<file path="config.mk">
export PLATFORM = sky130hd
export DESIGN_NAME = uart_rx
export DESIGN_NICKNAME = d
export VERILOG_FILES = /design/src/rtl/uart_pkg.sv /design/src/rtl/baud_rate_gen.sv /design/src/rtl/uart_rx.sv
export SDC_FILE = /design/constraint.sdc
export NUM_CORES = 1
export LEC_CHECK = 0
export CORE_ASPECT_RATIO = 0.7
export CORE_UTILIZATION = 47
export DETAILED_ROUTE_END_ITERATION = 8
export PLACE_DENSITY = 0.78
export SYNTH_ARGS = -nofsm -noshare
export SYNTH_HDL_FRONTEND = slang
export SYNTH_SLANG_ARGS = --single-unit
</file>
<file path="constraint.sdc">
create_clock -name i_clk -period 3.7 [get_ports i_clk]
set_clock_uncertainty 0.1 [all_clocks]
set_input_delay 0.74 -clock i_clk [delete_from_list [all_inputs] [get_ports i_clk]]
set_output_delay 0.74 -clock i_clk [all_outputs]
set_load 0.005 [all_outputs]
</file>
<file path="src/rtl/uart_pkg.sv">
// Shared UART definitions: FSM state encodings and default frame/baud parameters.
// Used by uart_rx and the future uart_tx.
package uart_pkg;

    typedef enum logic [2:0] {
        IDLE,
        START,
        DATA,
        PARITY,
        STOP,
        WAIT_IDLE
    } uart_state_e;

    localparam int DBIT_DEF     = 8;
    localparam int SB_TICK_DEF  = 16;
    localparam int BAUD_DIV_DEF = 163;

endpackage

</file>
<file path="src/rtl/baud_rate_gen.sv">
// Free-running oversampling tick generator: one-cycle o_tick every BAUD_DIV clocks.
// Shared between uart_rx and the future uart_tx.
module baud_rate_gen
    import uart_pkg::*;
#(
    parameter int BAUD_DIV = BAUD_DIV_DEF
) (
    input  logic i_clk,
    input  logic i_rst,
    output logic o_tick
);

    localparam int CW = $clog2(BAUD_DIV + 1);
    localparam logic [CW-1:0] LAST = CW'(BAUD_DIV - 1);

    logic [CW-1:0] cnt_q, cnt_d;

    always_comb begin
        cnt_d = (cnt_q == LAST) ? '0 : cnt_q + 1'b1;
    end

    always_ff @(posedge i_clk) begin
        if (!i_rst) cnt_q <= '0;
        else        cnt_q <= cnt_d;
    end

    assign o_tick = (cnt_q == LAST);

endmodule

</file>
<file path="src/rtl/uart_rx.sv">
// 16x oversampled UART receiver (8N1 default).
// Define UART_RX_PARITY_EN to expect an even-parity bit and add o_parity_err.
module uart_rx
    import uart_pkg::*;
#(
    parameter int DBIT     = DBIT_DEF,
    parameter int SB_TICK  = SB_TICK_DEF,
    parameter int BAUD_DIV = BAUD_DIV_DEF
) (
    input  logic            i_clk,
    input  logic            i_rst,
    input  logic            i_rx,
    output logic            o_rx_done_tick,
    output logic [DBIT-1:0] o_rx_data,
`ifdef UART_RX_PARITY_EN
    output logic            o_parity_err,
`endif
    output logic            o_frame_err
);

    localparam int NW = $clog2((SB_TICK > 16) ? SB_TICK : 16);
    localparam int BW = $clog2(DBIT);
    localparam logic [NW-1:0] N_MID  = NW'(7);
    localparam logic [NW-1:0] N_BIT  = NW'(15);
    localparam logic [NW-1:0] N_STOP = NW'(SB_TICK - 1);
    localparam logic [BW-1:0] B_LAST = BW'(DBIT - 1);
`ifdef UART_RX_PARITY_EN
    localparam uart_state_e AFTER_DATA = PARITY;
`else
    localparam uart_state_e AFTER_DATA = STOP;
`endif

    logic s_tick;
    logic rx_meta_q, rx_s_q;
    logic rx_s;

    uart_state_e     state_q, state_d;
    logic [NW-1:0]   n_q, n_d;
    logic [BW-1:0]   b_q, b_d;
    logic [DBIT-1:0] sh_q, sh_d;
    logic [DBIT-1:0] data_q, data_d;
    logic            done_q, done_d;
    logic            ferr_q, ferr_d;
`ifdef UART_RX_PARITY_EN
    logic            par_q, par_d;
    logic            perr_q, perr_d;
`endif

    baud_rate_gen #(.BAUD_DIV(BAUD_DIV)) u_baud (
        .i_clk (i_clk),
        .i_rst (i_rst),
        .o_tick(s_tick)
    );

    assign rx_s = rx_s_q;

    always_comb begin
        state_d = state_q;
        n_d     = n_q;
        b_d     = b_q;
        sh_d    = sh_q;
        data_d  = data_q;
        done_d  = 1'b0;
        ferr_d  = 1'b0;
`ifdef UART_RX_PARITY_EN
        par_d   = par_q;
        perr_d  = 1'b0;
`endif
        unique case (state_q)
            IDLE: begin
                if (!rx_s) begin
                    state_d = START;
                    n_d     = '0;
                end
            end
            START: begin
                if (s_tick) begin
                    if (n_q == N_MID) begin
                        n_d     = '0;
                        b_d     = '0;
                        state_d = rx_s ? IDLE : DATA;
                    end else begin
                        n_d = n_q + 1'b1;
                    end
                end
            end
            DATA: begin
                if (s_tick) begin
                    if (n_q == N_BIT) begin
                        n_d  = '0;
                        sh_d = {rx_s, sh_q[DBIT-1:1]};
                        if (b_q == B_LAST) state_d = AFTER_DATA;
                        else               b_d = b_q + 1'b1;
                    end else begin
                        n_d = n_q + 1'b1;
                    end
                end
            end
`ifdef UART_RX_PARITY_EN
            PARITY: begin
                if (s_tick) begin
                    if (n_q == N_BIT) begin
                        n_d     = '0;
                        par_d   = rx_s;
                        state_d = STOP;
                    end else begin
                        n_d = n_q + 1'b1;
                    end
                end
            end
`endif
            STOP: begin
                if (s_tick) begin
                    if (n_q == N_STOP) begin
                        if (rx_s) begin
                            data_d  = sh_q;
                            done_d  = 1'b1;
`ifdef UART_RX_PARITY_EN
                            perr_d  = par_q ^ (^sh_q);
`endif
                            state_d = IDLE;
                        end else begin
                            ferr_d  = 1'b1;
                            state_d = WAIT_IDLE;
                        end
                    end else begin
                        n_d = n_q + 1'b1;
                    end
                end
            end
            WAIT_IDLE: begin
                if (rx_s) state_d = IDLE;
            end
            default: state_d = IDLE;
        endcase
    end

    always_ff @(posedge i_clk) begin
        if (!i_rst) begin
            rx_meta_q <= 1'b1;
            rx_s_q    <= 1'b1;
            state_q   <= IDLE;
            n_q       <= '0;
            b_q       <= '0;
            sh_q      <= '0;
            data_q    <= '0;
            done_q    <= 1'b0;
            ferr_q    <= 1'b0;
`ifdef UART_RX_PARITY_EN
            par_q     <= 1'b0;
            perr_q    <= 1'b0;
`endif
        end else begin
            rx_meta_q <= i_rx;
            rx_s_q    <= rx_meta_q;
            state_q   <= state_d;
            n_q       <= n_d;
            b_q       <= b_d;
            sh_q      <= sh_d;
            data_q    <= data_d;
            done_q    <= done_d;
            ferr_q    <= ferr_d;
`ifdef UART_RX_PARITY_EN
            par_q     <= par_d;
            perr_q    <= perr_d;
`endif
        end
    end

    assign o_rx_done_tick = done_q;
    assign o_frame_err    = ferr_q;
    assign o_rx_data      = data_q;
`ifdef UART_RX_PARITY_EN
    assign o_parity_err   = perr_q;
`endif

endmodule

</file>
==> metrics.md, run 1 <==
| Metric | Value |
|---|---|
| CP Capture Type | `flip-flop` |
| Syn Inst Count | `186` |
| Worst-path clk slew | `0.07 ns` |
| P_leak | `0.8473 nW` |
| VDD IR max | `0.2998 mV` |
| Post-CTS resize count | `0` |
| Yosys cell types | `46` |
| Worst path max stage delay | `0.77 ns` |
| Clock Latency Late Sink | `0.28 ns` |
| Yosys top cell by area | `dfxtp_1` |
| Largest net degree at the start of global routing | `21` |
| Number of global-route vias before repair | `1,168` |
| Synth Cell Area | `1836 µm²` |
| Cell repeated most along the worst path | `o21ai_0` |
| Mean Syn Cell Area | `9.868 µm²` |
| GR Overflow Total | `0` |
| F_max | `486.4 MHz` |
| CTS root buffer | `clkbuf_8` |
| Mapped Nets | `194` |
| Post-DP HPWL | `2389 µm` |
| Most common cell after layout, fill and taps aside | `dfxtp_1` |
| Cell Pwr Density | `402.7 nW/µm²` |
| Top cell type's share of synthesized area | `41.45%` |
| Final Instance Area | `2049 µm²` |
| R2R setup slack | `1.64 ns` |
| RR Startpoint | `state_q[1]` |
| Final non-filler cell total | `246` |
| Yosys warnings | `0` |
| Normalized max-slew margin | `54.30%` |
| DR vias | `1,338` |
| Placed Cells | `239` |
| Crit path required time | `3.77 ns` |
| R2R Path End | `n_q[2]` |
| Overall routing resource usage | `17.06%` |
| Pre-antenna DRT Iters | `4` |
| Crit path to | `n_q[2]` |
| Fin crit period | `2.056 ns` |
| Layout Area Growth over Synthesis | `11.66%` |
| Clock Sink Count | `38` |
| Vias per cell | `5.439` |
| CTS tree | `yes` |
| Post-Route WL | `3325 µm` |
| DIE AREA | `4163 µm²` |
| Initial core utilization | `50.62%` |
| Clock Tree Buf Depth | `2` |
| Final GP Congestion | `0.7852` |
| IO Pins | `13` |
| Max-Cap Viols | `0` |
| Layout cells sized above 1 | `9.184%` |
| Nets | `204` |
| Pre-CTS setup slack | `1.410 ns` |
| Initial antenna violation count | `0` |
| Die H | `54.29 µm` |
| Worst Path Arrival | `2.13 ns` |
| Crit Path Category | `flip-flop to flip-flop` |
| Final worst path period share | `55.56%` |
| Crit path from | `state_q[1]` |
| N_diodes | `0` |
| Core ar. | `3626 µm²` |
| Main synth FF type | `dfxtp_1` |
| Leading cell types in the layout, fill and taps excluded | `38 x dfxtp_1, 20 x nor2b_1, 19 x mux2i_1, 14 x nor2_1, 12 x clkdlybuf4s50_1` |
| FF-to-FF path depth | `5` |
| Detailed Route Iter0 Violations | `96` |
| Setup_tns | `0 ns` |
| Fin. Hold Viols | `0` |
| Setup bufs post-CTS | `0` |
| DR DRC count | `0` |
| Synth area leaders | `dfxtp_1 41%, mux2i_1 10%, nor2b_1 6.8%` |
| Worst-Margin Slew | `0.6845 ns` |
| Final setup fails | `0` |
| HP Class | `flip-flop to flip-flop` |
| I/O Buffers | `12` |
| Slew Viols, Final | `0` |
| Crit path max-delay cell type | `dfxtp_1` |
| Seq/Total Area, Yosys | `41.45%` |
| H-Tree Level Count | `2` |
| DR WL/cell | `13.52 µm` |
| Cts bufs inserted | `5` |
| Post-DRT Antenna Nets | `0` |
| Startpoint types | `flip-flop` |
| Die width | `76.70 µm` |
| FP Rows | `18` |
| CTS Hold Bufs | `0` |
| EDFF count, synth | `0` |
| Crit path max fanout | `19` |
| Worst Setup Slack, final | `1.644 ns` |
| Post-synthesis register bit count | `38` |
| Ys async rst share | `0%` |
| First-pass GRT wire length | `5409 µm` |
| Status | `completed` |
| Cells along the critical path | `o21ai_0 -> o21a_1 -> a21oi_2 -> o21ai_0 -> a31o_1` |
| Placed instance area | `1971 µm²` |
| Unrepaired setup endpoints after global routing | `no` |
-- power breakdown --
group	leakage, nW	switching (mW)	internal, mW	total, mW
registers	0.307	0.0225	0.418	0.441
clock network	0.0438	0.134	0.126	0.260
logic	0.496	0.0693	0.0550	0.124
total	0.847	0.226	0.599	0.825
-- sequential cells by signal, indices dropped and copies added, names as in the netlist --
name	count
state_q	3
sh_q	8
rx_meta_q	1
o_rx_data	8
o_frame_err	1
b_q	3
n_q	4
u_baud.cnt_q	8
rx_s	1
o_rx_done_tick	1
-- worst max-delay path, delay by kind of cell (launching register included) --
family / cells / cell delay [ns]
AOI/OAI and AO/OA: 5 / 1.09
DFF: 1 / 0.77
-- cell type report --
type / count / area (µm²)
inverters: 1 / 3.754
clock inverters: 2 / 10.01
fillers: 304 / 1577
multi-input cells: 137 / 1016
well taps: 50 / 62.56
repair buffers: 13 / 127.6
flip-flops and latches: 38 / 760.7
clock buffers: 5 / 68.82
-- worst min path at each step --
stage / to / depth (start not counted) / start / slack (ns)
finish: rx_s / 1 / rx_meta_q / 0.30
global route: rx_s / 1 / rx_meta_q / 0.35
CTS: rx_s / 1 / rx_meta_q / 0.31
detailed placement: rx_s / 1 / rx_meta_q / 0.29
global placement: rx_s / 1 / rx_meta_q / 0.29
floorplan: rx_s / 1 / rx_meta_q / 0.29
-- logic make-up after synthesis --
| kind of cell | count (synthesis) | synth area share (%) |
|---|---|---|
| AND/OR/NAND/NOR | 81 | 27.68 |
| flip-flops | 38 | 41.45 |
| AO/OA/AOI/OAI | 23 | 9.612 |
| multiplexers | 19 | 10.36 |
| buffers and inverters | 11 | 3.203 |
| XOR/XNOR | 9 | 4.295 |
| adder cells (fa/ha/maj) | 5 | 3.408 |
-- cells in the mapped netlist, types with 2 or more instances --
master / n
nand2_1: 8
nor2_1: 14
ha_1: 5
o21ai_1: 6
mux2i_1: 19
nor2b_1: 20
nand3_1: 9
nand4_1: 2
and4_1: 2
dfxtp_1: 38
clkbuf_1: 3
nand2b_1: 7
xnor2_1: 3
xor2_1: 6
buf_2: 5
o21ai_0: 3
and3_1: 3
a21boi_1: 5
-- metal layers --
metal	global-route usage, %	up-vias	routed length, µm
met5	0	-	0
met1	22.04	647	1649
met3	4.667	2	123
met4	7.692	0	17
met2	27.23	19	1535
li1	-	670	-
-- stage by stage --
stage               total power [mW]  util (%)  hold slack, ns
CTS                           0.8318     56.52          0.3086
finish                        0.8253     56.52          0.3042
global placement              0.5641     54.35          0.2940
floorplan                     0.5504         -          0.2863
global route                  0.8657     56.52          0.3480
detailed placement            0.5726     54.35          0.2917
Note: power is estimated with default switching activity, not from simulation.
==> run 2, diff against run 1 <==
Settings changed: PLACE_DENSITY 0.78 to 0.81.
Clock period 3.7 ns to 1.8 ns, I/O delays scaled along.
==> run 2 against run 1 <==
  * Cell count increased by 8.1%
  * Global-route usage up 0.59 points
  * Die area unchanged
  * Maximum frequency up 17%
  * Non-clock buffer count up 20
  * Critical endpoint is now b_q[0]
  * Largest power group unchanged
==> metrics.md, run 2 (synthesis gave the netlist of run 1 again) <==
| Metric | Value |
|---|---|
| Status | `completed (unchanged)` |
| Layout cells sized above 1 | `23.61% (was 9.184%)` |
| Die width | `76.70 µm (unchanged)` |
| Overall routing resource usage | `17.64% (was 17.06%)` |
| Layout Area Growth over Synthesis | `24.06% (was 11.66%)` |
| Max-Cap Viols | `0 (unchanged)` |
| Post-DRT Antenna Nets | `0 (unchanged)` |
| Worst path max stage delay | `0.43 ns (was 0.77 ns)` |
| Number of global-route vias before repair | `1,137 (was 1,168)` |
| HP Class | `flip-flop to flip-flop (unchanged)` |
| Post-DP HPWL | `2397 µm (was 2389 µm)` |
| Unrepaired setup endpoints after global routing | `yes (was no)` |
| Crit path max fanout | `5 (was 19)` |
| Vias per cell | `5.094 (was 5.439)` |
| N_diodes | `0 (unchanged)` |
| Fin crit period | `1.761 ns (was 2.056 ns)` |
| Total internal power | `1.294 mW (was 0.5994 mW)` |
| DR WL/cell | `12.79 µm (was 13.52 µm)` |
| IO Pins | `13 (unchanged)` |
| Final worst path period share | `97.82% (was 55.56%)` |
| P_leak | `0.9429 nW (was 0.8473 nW)` |
| Normalized max-slew margin | `73.43% (was 54.30%)` |
| Clock Latency Late Sink | `0.29 ns (was 0.28 ns)` |
| Clock Tree Buf Depth | `2 (unchanged)` |
| DR DRC count | `0 (unchanged)` |
| Slew Viols, Final | `0 (unchanged)` |
| Logic pwr share | `19.8% (was 15.1%)` |
| Fin. Hold Viols | `0 (unchanged)` |
| Nets | `224 (was 204)` |
| Crit path max-delay cell type | `a2111oi_4 (was dfxtp_1)` |
| Placed instance area | `2121 µm² (was 1971 µm²)` |
| Crit Path Category | `flip-flop to flip-flop (unchanged)` |
| Final setup fails | `0 (unchanged)` |
| Startpoint types | `flip-flop (unchanged)` |
| Crit path required time | `1.89 ns (was 3.77 ns)` |
| Area occupied by multi-input gates | `1081 µm² (was 1016 µm²)` |
| Leading cell types in the layout, fill and taps excluded | `33 x dfxtp_1, 20 x nor2b_1, 20 x buf_4, 18 x mux2i_1, 14 x nor2_1 (was 38 x dfxtp_1, 20 x nor2b_1, 19 x mux2i_1, 14 x nor2_1, 12 x clkdlybuf4s50_1)` |
| R2R Path End | `b_q[0] (was n_q[2])` |
| R2R setup slack | `0.04 ns (was 1.64 ns)` |
| Cell repeated most along the worst path | `ha_4 (was o21ai_0)` |
| Cell count of the worst hold path | `1 (unchanged)` |
| Sequential Area | `769.5 µm² (was 760.7 µm²)` |
| DR vias | `1,355 (was 1,338)` |
| Pre-antenna DRT Iters | `4 (unchanged)` |
| Sw power | `0.5030 mW (was 0.2259 mW)` |
| Most common cell after layout, fill and taps aside | `dfxtp_1 (unchanged)` |
| Cell Pwr Density | `789.3 nW/µm² (was 402.7 nW/µm²)` |
| Clock Sink Count | `38 (unchanged)` |
| DIE AREA | `4163 µm² (unchanged)` |
| FP Rows | `18 (unchanged)` |
| Clock power share | `30.7% (was 31.6%)` |
| Cts bufs inserted | `5 (unchanged)` |
| Worst Setup Slack, final | `0.03925 ns (was 1.644 ns)` |
| Initial core utilization | `50.62% (unchanged)` |
| F_max | `567.9 MHz (was 486.4 MHz)` |
| FF-to-FF path depth | `7 (was 5)` |
| CTS root buffer | `clkbuf_8 (unchanged)` |
| Core ar. | `3626 µm² (unchanged)` |
| Detailed Route Iter0 Violations | `60 (was 96)` |
| Initial antenna violation count | `0 (unchanged)` |
| Largest net degree at the start of global routing | `19 (was 21)` |
| Die H | `54.29 µm (unchanged)` |
| Pre-CTS setup slack | `-0.1199 ns (was 1.410 ns)` |
| Buf/Inv on CP | `0 (unchanged)` |
| Switching share of total power | `27.99% (was 27.37%)` |
| First-pass GRT wire length | `5513 µm (was 5409 µm)` |
| CTS tree | `yes (unchanged)` |
| Worst Path Arrival | `1.85 ns (was 2.13 ns)` |
| I/O Buffers | `12 (unchanged)` |
| CTS Hold Bufs | `0 (unchanged)` |
| Worst hold path startpoint | `rx_meta_q (unchanged)` |
| Final Instance Area | `2277 µm² (was 2049 µm²)` |
| CP Capture Type | `flip-flop (unchanged)` |
| RR Startpoint | `b_q[1] (was state_q[1])` |
| Fillers | `287 (was 304)` |
| H-Tree Level Count | `2 (unchanged)` |
| GR Overflow Total | `0 (unchanged)` |
| Worst-Margin Slew | `0.3944 ns (was 0.6845 ns)` |
| Top delay family on crit path | `compound AO/OA/AOI/OAI gates (unchanged)` |
| Worst-path clk slew | `0.07 ns (about the same)` |
| Hold EP | `rx_s (unchanged)` |
| Flop pwr share | `49.5% (was 53.4%)` |
| VDD IR max | `0.6558 mV (was 0.2998 mV)` |
| Post-Route WL | `3403 µm (was 3325 µm)` |
| Cells along the critical path | `ha_4 -> ha_4 -> nand2b_4 -> nand4b_4 -> a2111oi_4 -> mux2i_1 -> nor2b_1 (was o21ai_0 -> o21a_1 -> a21oi_2 -> o21ai_0 -> a31o_1)` |
| Final GP Congestion | `0.8017 (was 0.7852)` |
## run 2: cell types whose count changed in the layout (fill, tap and decap cells not counted), sizes merged
cell / delta
buf: +20
## run 2: worst max path at each step
stage | startpoint | endpoint | cells past startpoint
finish | b_q[1] | b_q[0] | 7
CTS | state_q[2] | b_q[0] | 5
floorplan | b_q[0] | b_q[0] | 7
detailed placement | b_q[0] | b_q[0] | 7
global placement | b_q[0] | b_q[0] | 7
global route | b_q[1] | b_q[0] | 7
## run 2: final cells by class
| type | instances | area share [%] |
|---|---|---|
| multi-input cells | 137 | 47.47 |
| flip-flops and latches | 38 | 33.79 |
| repair buffers | 33 | 12.36 |
| clock buffers | 5 | 3.022 |
| well taps | 50 | 2.747 |
| clock inverters | 2 | 0.4396 |
| inverters | 1 | 0.1648 |
## run 2: worst reg2reg max path, stage by stage (launching register included)
cell and delay [ns]:
dfxtp_2 0.34, ha_4 0.16, ha_4 0.16, nand2b_4 0.07, nand4b_4 0.11, a2111oi_4 0.43, mux2i_1 0.23, nor2b_1 0.06
## run 2: metrics by stage
stage / hold slack [ns] / setup TNS (ns) / cells / power, mW / util [%]
floorplan: 0.2863 / 0 / 186 / 1.131 / -
CTS: 0.3130 / 0 / 266 / 1.785 / 61.63
detailed placement: 0.2965 / -0.2736 / 259 / 1.232 / 58.49
global route: 0.3338 / -0.1795 / 266 / 1.872 / 62.80
finish: 0.3086 / 0 / 266 / 1.797 / 62.80
global placement: 0.2943 / -0.05341 / 259 / 1.231 / 58.49
## run 2: routing by layer
layer  share of wire, %  vias up  track usage, %
li1                   -      710               -
met1                 55      612           25.13
met2                 39       24           24.26
met3                4.1        9           4.500
met4                2.2        0           9.615
met5                  0        -               0
## run 2: what timing repair did
| action | CTS | global route |
|---|---|---|
| pin swaps | 2 | 6 |
| gates resized for setup | 8 | 12 |
| setup buffers | 0 | 0 |
| setup endpoints to repair | 3 | 24 |
## run 2: power groups by stage
stage	Clock [mW]	Combinational, mW	Sequential [mW]
finish	0.552	0.357	0.889
global route	0.592	0.389	0.891
CTS	0.561	0.335	0.888
detailed placement	0	0.327	0.905
global placement	0	0.325	0.906
floorplan	0	0.237	0.894
==> run 3, diff against run 2 <==
Settings changed: SKIP_CTS_REPAIR_TIMING from default to 1.
==> run 3 against run 2 <==
  * Clock-buffer cell count unchanged
  * Global-route usage down 0.19 points
  * Die area unchanged
  * Routed wire length up 2.2%
  * Worst hold slack about the same
  * Cell count up 0.75%
  * Worst setup slack worse by 0.0079 ns
  * Combinational power about the same
  * Non-clock buffer count up 2
  * Sequential cell count unchanged
  * Maximum frequency down 0.45%
  * Critical endpoint unchanged
==> metrics.md, run 3 (synthesis gave the netlist of run 1 again) <==
| Metric | Value |
|---|---|
| Unrepaired setup endpoints after global routing | `yes (unchanged)` |
| Nets | `226 (was 224)` |
| Worst hold margin | `0.3086 ns (about the same)` |
| Core ar. | `3626 µm² (unchanged)` |
| Die H | `54.29 µm (unchanged)` |
| Final worst path period share | `98.26% (was 97.82%)` |
| Buf/Inv on CP | `0 (unchanged)` |
| Layout Area Growth over Synthesis | `24.54% (was 24.06%)` |
| Crit path max fanout | `5 (unchanged)` |
| H-Tree Level Count | `2 (unchanged)` |
| Final GP Congestion | `0.8017 (unchanged)` |
| Pre-antenna DRT Iters | `4 (unchanged)` |
| FP Rows | `18 (unchanged)` |
| Area occupied by multi-input gates | `1075 µm² (was 1081 µm²)` |
| Die width | `76.70 µm (unchanged)` |
| Overall routing resource usage | `17.45% (was 17.64%)` |
| Slew Viols, Final | `0 (unchanged)` |
| GR Overflow Total | `0 (unchanged)` |
| CTS root buffer | `clkbuf_8 (unchanged)` |
| IO Pins | `13 (unchanged)` |
| DIE AREA | `4163 µm² (unchanged)` |
| Final Instance Area | `2286 µm² (was 2277 µm²)` |
| Cell repeated most along the worst path | `ha_4 (unchanged)` |
| GR Layer Usage met1 | `24.62% (was 25.13%)` |
| DR DRC count | `0 (unchanged)` |
| Clock Latency Late Sink | `0.29 ns (about the same)` |
| Crit path required time | `1.88 ns (was 1.89 ns)` |
| HP Class | `flip-flop to flip-flop (unchanged)` |
| Sequential Area | `769.5 µm² (unchanged)` |
| Detailed Route Iter0 Violations | `58 (was 60)` |
| Top delay family on crit path | `compound AO/OA/AOI/OAI gates (unchanged)` |
| Fillers | `294 (was 287)` |
| Leading cell types in the layout, fill and taps excluded | `31 x dfxtp_1, 22 x buf_4, 20 x nor2b_1, 18 x mux2i_1, 14 x nor2_1 (was 33 x dfxtp_1, 20 x nor2b_1, 20 x buf_4, 18 x mux2i_1, 14 x nor2_1)` |
| F_max | `565.4 MHz (was 567.9 MHz)` |
| DR vias | `1,366 (was 1,355)` |
| Worst-path clk slew | `0.07 ns (about the same)` |
| Number of global-route vias before repair | `1,137 (unchanged)` |
| Worst Path Arrival | `1.85 ns (about the same)` |
| DR WL/cell | `12.97 µm (was 12.79 µm)` |
| Layout cells sized above 1 | `24.77% (was 23.61%)` |
| Clock Tree Buf Depth | `2 (unchanged)` |
| CTS tree | `yes (unchanged)` |
| Status | `completed (unchanged)` |
| N_diodes | `0 (unchanged)` |
| Worst path max stage delay | `0.44 ns (was 0.43 ns)` |
| GRT met2 Usage | `24.26% (unchanged)` |
| Post-DRT Antenna Nets | `0 (unchanged)` |
| Crit Path Category | `flip-flop to flip-flop (unchanged)` |
| VDD IR max | `0.6572 mV (was 0.6558 mV)` |
| Worst-Margin Slew | `0.3901 ns (was 0.3944 ns)` |
| Placed instance area | `2121 µm² (unchanged)` |
| Initial core utilization | `50.62% (unchanged)` |
| I/O Buffers | `12 (unchanged)` |
| Initial antenna violation count | `0 (unchanged)` |
| Most common cell after layout, fill and taps aside | `dfxtp_1 (unchanged)` |
| Largest net degree at the start of global routing | `19 (unchanged)` |
| Normalized max-slew margin | `73.72% (was 73.43%)` |
| Vias per cell | `5.097 (was 5.094)` |
| Fin. Hold Viols | `0 (unchanged)` |
| Met3 Use GR | `4.500% (unchanged)` |
| Fin crit period | `1.769 ns (was 1.761 ns)` |
| P_leak | `0.9475 nW (was 0.9429 nW)` |
| Post-DP HPWL | `2397 µm (unchanged)` |
| Final setup fails | `0 (unchanged)` |
| Max-Cap Viols | `0 (unchanged)` |
| First-pass GRT wire length | `5478 µm (was 5513 µm)` |
| Clock Sink Count | `38 (unchanged)` |
| Cells along the critical path | `ha_4 -> ha_4 -> nand2b_4 -> nand4b_4 -> a2111oi_4 -> mux2i_1 -> nor2b_1 (unchanged)` |
| Post-Route WL | `3477 µm (was 3403 µm)` |
| Cts bufs inserted | `5 (unchanged)` |
| Gr busiest metal | `met1 (unchanged)` |
| CP Capture Type | `flip-flop (unchanged)` |
| Crit path max-delay cell type | `a2111oi_4 (unchanged)` |
| Startpoint types | `flip-flop (unchanged)` |
| R2R setup slack | `0.03 ns (was 0.04 ns)` |
| Cell Pwr Density | `786.6 nW/µm² (was 789.3 nW/µm²)` |
==> run 3: cell count changes in the layout (fill, tap and decap cells not counted), sizes merged <==
cell,delta
buf,+2
==> run 3: cell type report <==
cell class / instances / area share (%)
clock buffers: 5 / 3.010
inverters: 1 / 0.1642
repair buffers: 35 / 12.97
multi-input cells: 137 / 47.02
well taps: 50 / 2.737
flip-flops and latches: 38 / 33.66
clock inverters: 2 / 0.4379
==> run 3: path summary, 6_finish.rpt <==
check | startpoint | cells after the start | to
setup / recovery | b_q[1] | 7 | b_q[0]
hold / removal | rx_meta_q | 1 | rx_s
setup reg to reg | b_q[1] | 7 | b_q[0]
hold reg to reg | rx_meta_q | 1 | rx_s
==> run 3: report_power, final <==
group,switching (mW),internal [mW],total (mW),leakage (nW)
Sequential,0.0291,0.862,0.891,0.310
Combinational,0.180,0.178,0.359,0.593
Clock,0.289,0.260,0.549,0.0438
==> run 3: stage by stage <==
step	setup TNS (ns)	util (%)	std cells	total power, mW	setup WS, ns
after floorplan	0	-	186	1.131	0.01133
after global placement	-0.05341	58.49	259	1.231	-0.03905
after detailed placement	-0.2736	58.49	259	1.232	-0.1199
after CTS	-0.3057	60.66	266	1.779	-0.1275
after global routing	-0.1847	63.04	268	1.877	-0.08269
final	0	63.04	268	1.798	0.03131
==> run 3: metal layers <==
metal | share of wire, % | routed length (µm)
met5 | 0 | 0
met4 | 1.6 | 55
met1 | 56 | 1952
met3 | 3.7 | 127
met2 | 39 | 1341
